==> config.mk <==
export PLATFORM = sky130hd
export DESIGN_NAME = pc_sequencer
export DESIGN_NICKNAME = d
export VERILOG_FILES = /design/src/rtl/cpu_pkg.sv /design/src/rtl/pc_next_sel.sv /design/src/rtl/pc_sequencer.sv
export SDC_FILE = /design/constraint.sdc
export NUM_CORES = 1
export LEC_CHECK = 0
export ABC_AREA = 0
export ABC_CLOCK_PERIOD_IN_PS = 9400
export CORE_ASPECT_RATIO = 0.6
export CORE_MARGIN = 2
export CORE_UTILIZATION = 56
export CTS_CLUSTER_SIZE = 14
export DETAILED_ROUTE_END_ITERATION = 8
export PLACE_DENSITY = 0.86
export SETUP_SLACK_MARGIN = 0.02
export SLEW_MARGIN = 20
export SYNTH_ARGS = -nofsm -noshare
export SYNTH_HDL_FRONTEND = slang
export SYNTH_SLANG_ARGS = --single-unit
==> constraint.sdc <==
create_clock -name CLK -period 9.4 [get_ports CLK]
set_clock_uncertainty 0.2 [all_clocks]
set_input_delay 2.35 -clock CLK [delete_from_list [all_inputs] [get_ports CLK]]
set_output_delay 2.35 -clock CLK [all_outputs]
set_load 0.01 [all_outputs]
==> src/rtl/cpu_pkg.sv <==
// Shared types and constants for the CPU front end: sequencer state, redirect kinds
// and fixed PC addresses.
package cpu_pkg;

  typedef enum logic {
    BOOT = 1'b0,
    RUN  = 1'b1
  } state_e;

  // Numeric order is priority order, so a plain compare picks the winner
  typedef enum logic [1:0] {
    NONE     = 2'd0,
    BRANCH   = 2'd1,
    TRAP_RET = 2'd2,
    TRAP     = 2'd3
  } redirect_e;

  localparam logic [31:0] PC_STEP  = 32'd4;
  localparam logic [31:0] RESET_PC = 32'hFFFF_FFFC;
  localparam logic [31:0] TRAP_VEC = 32'h0000_0100;

  function automatic redirect_e req_kind(input logic trap_req, input logic ret_req,
                                         input logic branch_req);
    if (trap_req) begin
      return TRAP;
    end else if (ret_req) begin
      return TRAP_RET;
    end else if (branch_req) begin
      return BRANCH;
    end
    return NONE;
  endfunction

endpackage

==> src/rtl/pc_next_sel.sv <==
// Combinational priority select between the live request, the pending request and PC+4.
module pc_next_sel
  import cpu_pkg::*;
(
  input  logic [31:0] pc,
  input  logic [31:0] epc,
  input  redirect_e   live_kind,
  input  logic [31:0] live_target,
  input  redirect_e   pend_kind,
  input  logic [31:0] pend_target,
  output logic [31:0] next_pc,
  output redirect_e   applied_kind,
  output logic        epc_we
);

  logic [31:0] sel_target;

  always_comb begin
    // Pending wins ties; the live request only overrides when strictly higher
    if (live_kind > pend_kind) begin
      applied_kind = live_kind;
      sel_target   = live_target;
    end else begin
      applied_kind = pend_kind;
      sel_target   = pend_target;
    end

    epc_we = 1'b0;
    unique case (applied_kind)
      TRAP: begin
        next_pc = TRAP_VEC;
        epc_we  = 1'b1;
      end
      TRAP_RET: next_pc = epc;
      BRANCH:   next_pc = sel_target;
      default:  next_pc = pc + PC_STEP;
    endcase
  end

endmodule

==> src/rtl/pc_sequencer.sv <==
// Program-counter sequencer: owns PC/EPC, applies redirects, holds redirects across
// BUSYWAIT stalls and pulses FLUSH after every applied redirect.
module pc_sequencer
  import cpu_pkg::*;
(
  input  logic        CLK,
  input  logic        RESET_N,
  input  logic        BUSYWAIT,
  input  logic        BRANCH_TAKEN,
  input  logic [31:0] BRANCH_TARGET,
  input  logic        TRAP,
  input  logic        TRAP_RETURN,
  output logic [31:0] PC,
  output logic [31:0] EPC,
  output logic        PC_VALID,
  output logic        FLUSH
);

  state_e      state_q, state_d;
  logic [31:0] pc_q, pc_d;
  logic [31:0] epc_q, epc_d;
  logic        valid_q, valid_d;
  logic        flush_q, flush_d;
  redirect_e   pend_kind_q, pend_kind_d;
  logic [31:0] pend_tgt_q, pend_tgt_d;

  redirect_e   live_kind;
  logic [31:0] live_target;
  logic [31:0] sel_next_pc;
  redirect_e   sel_kind;
  logic        sel_epc_we;

  assign live_kind   = req_kind(TRAP, TRAP_RETURN, BRANCH_TAKEN);
  assign live_target = BRANCH_TARGET & ~32'h3;

  pc_next_sel u_next_sel (
    .pc           (pc_q),
    .epc          (epc_q),
    .live_kind    (live_kind),
    .live_target  (live_target),
    .pend_kind    (pend_kind_q),
    .pend_target  (pend_tgt_q),
    .next_pc      (sel_next_pc),
    .applied_kind (sel_kind),
    .epc_we       (sel_epc_we)
  );

  always_comb begin
    state_d     = state_q;
    pc_d        = pc_q;
    epc_d       = epc_q;
    valid_d     = valid_q;
    flush_d     = 1'b0;
    pend_kind_d = pend_kind_q;
    pend_tgt_d  = pend_tgt_q;

    case (state_q)
      BOOT: begin
        if (!BUSYWAIT) begin
          pc_d    = RESET_PC + PC_STEP;
          valid_d = 1'b1;
          state_d = RUN;
        end
      end
      RUN: begin
        if (BUSYWAIT) begin
          // Later request in the same stall replaces the pending one on equal or higher priority
          if (live_kind != NONE && live_kind >= pend_kind_q) begin
            pend_kind_d = live_kind;
            pend_tgt_d  = live_target;
          end
        end else begin
          pc_d = sel_next_pc;
          if (sel_epc_we) begin
            epc_d = pc_q;
          end
          flush_d     = (sel_kind != NONE);
          pend_kind_d = NONE;
          pend_tgt_d  = '0;
        end
      end
      default: state_d = BOOT;
    endcase
  end

  always_ff @(posedge CLK or negedge RESET_N) begin
    if (!RESET_N) begin
      state_q     <= BOOT;
      pc_q        <= RESET_PC;
      epc_q       <= '0;
      valid_q     <= 1'b0;
      flush_q     <= 1'b0;
      pend_kind_q <= NONE;
      pend_tgt_q  <= '0;
    end else begin
      state_q     <= state_d;
      pc_q        <= pc_d;
      epc_q       <= epc_d;
      valid_q     <= valid_d;
      flush_q     <= flush_d;
      pend_kind_q <= pend_kind_d;
      pend_tgt_q  <= pend_tgt_d;
    end
  end

  assign PC       = pc_q;
  assign EPC      = epc_q;
  assign PC_VALID = valid_q;
  assign FLUSH    = flush_q;

endmodule

==> Flow_metrics.wiki <==
{| class="wikitable"
! Metric !! Value
|-
| Result of the run || finished clean
|-
| TritonCTS Buffers || 9
|-
| Most instantiated flip-flop cell in the synthesis netlist || sky130_fd_sc_hd__dfrtp_1
|-
| Unique cell type count in the Yosys netlist || 69
|-
| Length in cells of the worst reg-to-reg path || 14
|-
| Initial DRT Pass Iterations || 7
|-
| Peak ir drop on the vdd network || 0.121 mV
|-
| Minimum clock period || 6.17 ns
|-
| Internal power contribution || 1.06 mW
|-
| Number of buffers inserted by port buffering || 101
|-
| Combinational family with the most area after synthesis || compound AO/OA/AOI/OAI gates
|-
| Synthesis Warnings || 0
|-
| TritonCTS clock tree || yes
|-
| CP max stage cell || sky130_fd_sc_hd__clkdlybuf4s50_1
|-
| Relative slew margins || 0.317
|-
| Fraction of power consumed by the clock network || 0.253
|-
| Worst-case hold path end point || PC_VALID
|-
| Post-CTS setup repair buffer count || 0
|-
| Slack of the worst reg-to-reg path || 5.44 ns
|-
| Gate count of the mapped netlist || 498
|-
| Endpoint of the worst-slack reg-to-reg timing path || PC[24]
|-
| Drt total wl || 15400 um
|-
| Setup Total Neg Slack || 0 ns
|-
| Post-synthesis async set-or-reset flop share || 1.00
|-
| Antenna-violating nets left || 0
|-
| Effective utilization at floorplan || 0.577
|-
| Die width || 130 um
|-
| Avg WL per Cell || 21.4 um
|-
| Crit path arrival time || 6.24 ns
|-
| Gates resized, CTS repair || 0
|-
| Category of the worst setup path capture point || flop
|-
| Area of all sequential standard cells || 2510 um^2
|-
| Flip-flop and latch count after synthesis || 99
|-
| Cell chosen for the clock root || sky130_fd_sc_hd__clkbuf_16
|-
| Multiplexer area fraction after synthesis || 0.103
|-
| Height of the die || 79.4 um
|-
| Number of flops mapped to enable cells by yosys || 0
|-
| Synthesized net count || 544
|-
| Worst setup path class || input pin to flop
|-
| Multi-input logic area || 2540 um^2
|-
| Area growth from synthesis to layout || 25.7%
|-
| Xor and xnor fraction of the mapped netlist area || 0.0116
|-
| Dpl ws || 2.97 ns
|-
| CP top delay family || buffers and inverters
|-
| Avg Synthesized Cell Area || 10.6 um^2
|-
| Critical Path Source || TRAP_RETURN
|-
| Number of max-cap violations || 0
|-
| Via/cell ratio || 6.49
|-
| Library cell appearing most often on the critical path || sky130_fd_sc_hd__inv_1
|-
| Maximum number of pins on one net before global-route repair || 57
|-
| H-tree depth || 3
|-
| Number of antenna violations at the first check in global routing || 0
|-
| Slew at the pin closest to its max-slew limit || 1.03 ns
|-
| Final weighted congestion in routability-driven placement || 0.920
|-
| Smallest setup slack after layout || 3.23 ns
|-
| CORE AREA || 9190 um^2
|-
| Antenna diode count || 0
|-
| Number of cells on the worst hold path || 1
|-
| Reported leakage power || 2.75 nW
|-
| Count of fill cells added during filler insertion || 657
|-
| Total GRT Usage || 0.308
|-
| FF-to-FF Start || pend_kind_q[1]
|-
| Total power per unit cell area || 237 nW/um^2
|-
| Remaining design rule violation count || 0
|-
| Simple logic cell fraction of the synthesized area || 0.137
|-
| Initial DRC count || 613
|-
| Part of the power in combinational logic || 0.326
|-
| Top-Level Pins || 104
|-
| Sequential share of power || 0.422
|-
| Number of buffer and inverter stages on the critical path || 5
|-
| Required time of the worst setup path || 9.47 ns
|-
| Cells traversed along the worst timing path || clkdlybuf4s50_1, nor2_1, ha_1, o21bai_1, nand2_1, o21ai_0, inv_1, ha_1, buf_4, inv_1, nand2_1, inv_1, nand2_2, o221a_2, o21ai_1
|-
| Layout net count || 627
|-
| Critical hold path startpoint || PC_VALID
|-
| Area of the die || 10300 um^2
|-
| Clock transition at the registers of the reported paths || 0.06 ns
|-
| Crit start category || input pin
|-
| Post-synth design cell area || 5300 um^2
|-
| Endpoints failing setup || 0
|-
| Layout Cell Area excl Fill || 6660 um^2
|-
| Detailed-route via count || 4648
|-
| Vias in the first global route || 4520
|-
| Instance area at placement || 6350 um^2
|-
| Wire length of the first global-routing pass || 24200 um
|-
| Clock net sink count || 99
|-
| Global route total overflow || 0
|-
| Deepest clock path buffer count || 2
|-
| Share of post-route cells with drive strength above 1 || 0.186
|-
| Worst skew pair latency || 0.35 ns
|-
| Final count of hold timing violations || 0
|-
| Portion of the clock cycle consumed by the worst path in the final layout || 0.656
|-
| Slowest cell delay on critical path || 0.41 ns
|-
| Number of rows in the core area || 27
|-
| Worst hold-check path type || flop to flop
|-
| Peak fanout along the critical path || 29
|-
| Sum of net half-perimeters after detailed placement || 10100 um
|-
| Max-slew violation count || 0
|-
| Switching component of the power || 0.515 mW
|-
| F_max || 0.162 GHz
|-
| Quantity of hold-fixing buffers added after cts || 0
|-
| Post-synthesis compound-gate area fraction || 0.208
|-
| Share of synthesized cell area in full adder, half adder and majority cells || 0.0189
|-
| Setup repair after global routing missed its margin || false
|-
| Register area share after synthesis || 0.475
|-
| Switching fraction of total power || 0.326
|}
==> how the worst max path moves through the flow <==
stage                         to  slack (ns)  depth (start not counted)
after floorplan           PC[31]        4.36                         14
after global placement    PC[24]        3.11                         15
after detailed placement  PC[24]        2.97                         15
after CTS                 PC[24]        3.33                         15
after global routing      PC[24]        3.01                         16
final                     PC[24]        3.23                         15
==> cells in the mapped netlist (3+ instances only) <==
library cell	number	area share
sky130_fd_sc_hd__a21oi_1	20	0.019
sky130_fd_sc_hd__nand2b_1	4	0.0047
sky130_fd_sc_hd__nor2_1	10	0.0071
sky130_fd_sc_hd__a22o_1	36	0.059
sky130_fd_sc_hd__a32oi_1	4	0.0066
sky130_fd_sc_hd__a222oi_1	3	0.0057
sky130_fd_sc_hd__o21ai_1	8	0.0076
sky130_fd_sc_hd__o221ai_1	4	0.0066
sky130_fd_sc_hd__nor3_1	3	0.0028
sky130_fd_sc_hd__a22oi_1	3	0.0042
sky130_fd_sc_hd__clkbuf_1	16	0.011
sky130_fd_sc_hd__o21ai_0	34	0.032
sky130_fd_sc_hd__buf_1	4	0.0028
sky130_fd_sc_hd__nand4_1	12	0.014
sky130_fd_sc_hd__or4_1	4	0.0057
sky130_fd_sc_hd__inv_1	18	0.013
sky130_fd_sc_hd__dfrtp_1	69	0.33
sky130_fd_sc_hd__o221a_2	4	0.0085
sky130_fd_sc_hd__xor2_1	6	0.0099
sky130_fd_sc_hd__mux2_2	36	0.076
sky130_fd_sc_hd__nand2_1	41	0.029
sky130_fd_sc_hd__ha_1	8	0.019
sky130_fd_sc_hd__o211ai_1	7	0.0099
sky130_fd_sc_hd__nand3_1	20	0.019
sky130_fd_sc_hd__a221oi_1	6	0.0099
sky130_fd_sc_hd__dfstp_2	30	0.15
sky130_fd_sc_hd__and3_1	8	0.0094
sky130_fd_sc_hd__buf_2	12	0.011
sky130_fd_sc_hd__a21o_1	4	0.0057
sky130_fd_sc_hd__mux2i_1	9	0.017
sky130_fd_sc_hd__a31oi_1	5	0.0059
==> routing by layer <==
metal / global-route usage / wire [um] / vias to the layer above
met4: 0.0753 / 232 / 0
li1: - / - / 2042
met1: 0.443 / 6810 / 2282
met5: 0 / 0 / -
met3: 0.102 / 1670 / 25
met2: 0.448 / 6640 / 299
==> kinds of logic (layout without fill, tap and decap cells) <==
| group | count (synthesis) | after routing |
|---|---|---|
| compound gates | 154 | 154 |
| simple gates | 126 | 126 |
| flops | 99 | 99 |
| buf+inv | 55 | 143 |
| mux | 49 | 49 |
| fa+ha+maj | 8 | 8 |
| xor+xnor | 7 | 7 |
==> layout by cell type, fill, tap and decap left out, types with 4 or more instances in the layout <==
master / netlist / routed
sky130_fd_sc_hd__mux2_2: 36 / 36
sky130_fd_sc_hd__o21ai_0: 34 / 34
sky130_fd_sc_hd__a22o_1: 36 / 36
sky130_fd_sc_hd__a221oi_1: 6 / 6
sky130_fd_sc_hd__o221a_2: 4 / 4
sky130_fd_sc_hd__nand2_1: 41 / 41
sky130_fd_sc_hd__a21o_1: 4 / 4
sky130_fd_sc_hd__o221ai_1: 4 / 4
sky130_fd_sc_hd__nand4_1: 12 / 12
sky130_fd_sc_hd__clkdlybuf4s50_1: 0 / 100
sky130_fd_sc_hd__ha_1: 8 / 8
sky130_fd_sc_hd__and3_1: 8 / 8
sky130_fd_sc_hd__a31oi_1: 5 / 5
sky130_fd_sc_hd__mux2i_1: 9 / 9
sky130_fd_sc_hd__nor2_1: 10 / 10
sky130_fd_sc_hd__o21ai_1: 8 / 7
sky130_fd_sc_hd__nand3_1: 20 / 20
sky130_fd_sc_hd__dfrtp_1: 69 / 69
sky130_fd_sc_hd__a21oi_1: 20 / 20
sky130_fd_sc_hd__clkbuf_1: 16 / 4
sky130_fd_sc_hd__o211ai_1: 7 / 7
sky130_fd_sc_hd__nand2b_1: 4 / 4
sky130_fd_sc_hd__or4_1: 4 / 4
sky130_fd_sc_hd__a32oi_1: 4 / 4
sky130_fd_sc_hd__xor2_1: 6 / 6
sky130_fd_sc_hd__clkbuf_16: 0 / 9
sky130_fd_sc_hd__buf_4: 1 / 8
sky130_fd_sc_hd__inv_1: 18 / 18
sky130_fd_sc_hd__dfstp_2: 30 / 30
==> sequential cells by signal, summed over array words and instances, names as in the netlist <==
register,flops
PC,32
pend_kind_q,2
FLUSH,1
PC_VALID,1
pend_tgt_q,30
state_q,1
EPC,32
==> power by group through the flow <==
stage          Sequential (mW)  Combinational [mW]  Clock, mW
6_report                 0.666               0.514      0.399
5_1_grt                  0.677               0.551      0.420
4_1_cts                  0.660               0.513      0.402
3_5_place_dp             0.665               0.509          0
3_3_place_gp             0.658               0.495          0
2_1_floorplan            0.670               0.238          0
==> final cells by class <==
cell class / count / share of cell area
timing repair buffer: 108 / 0.159
clock buffer: 14 / 0.0381
inverter: 19 / 0.0107
sequential: 99 / 0.377
clock inverter: 2 / 0.00901
multi-input combinational: 344 / 0.381
tap: 130 / 0.0244
==> per-stage QoR <==
| stage | util | instances | hold slack (ns) | total power [mW] |
|---|---|---|---|---|
| finish | 0.725 | 716 | 0.285 | 1.58 |
| global route | 0.725 | 716 | 0.297 | 1.65 |
| CTS | 0.725 | 716 | 0.283 | 1.57 |
| detailed placement | 0.691 | 700 | 0.266 | 1.17 |
| global placement | 0.691 | 700 | 0.282 | 1.15 |
| floorplan | - | 498 | 0.265 | 0.908 |
Power figures use the tool's default switching activity.
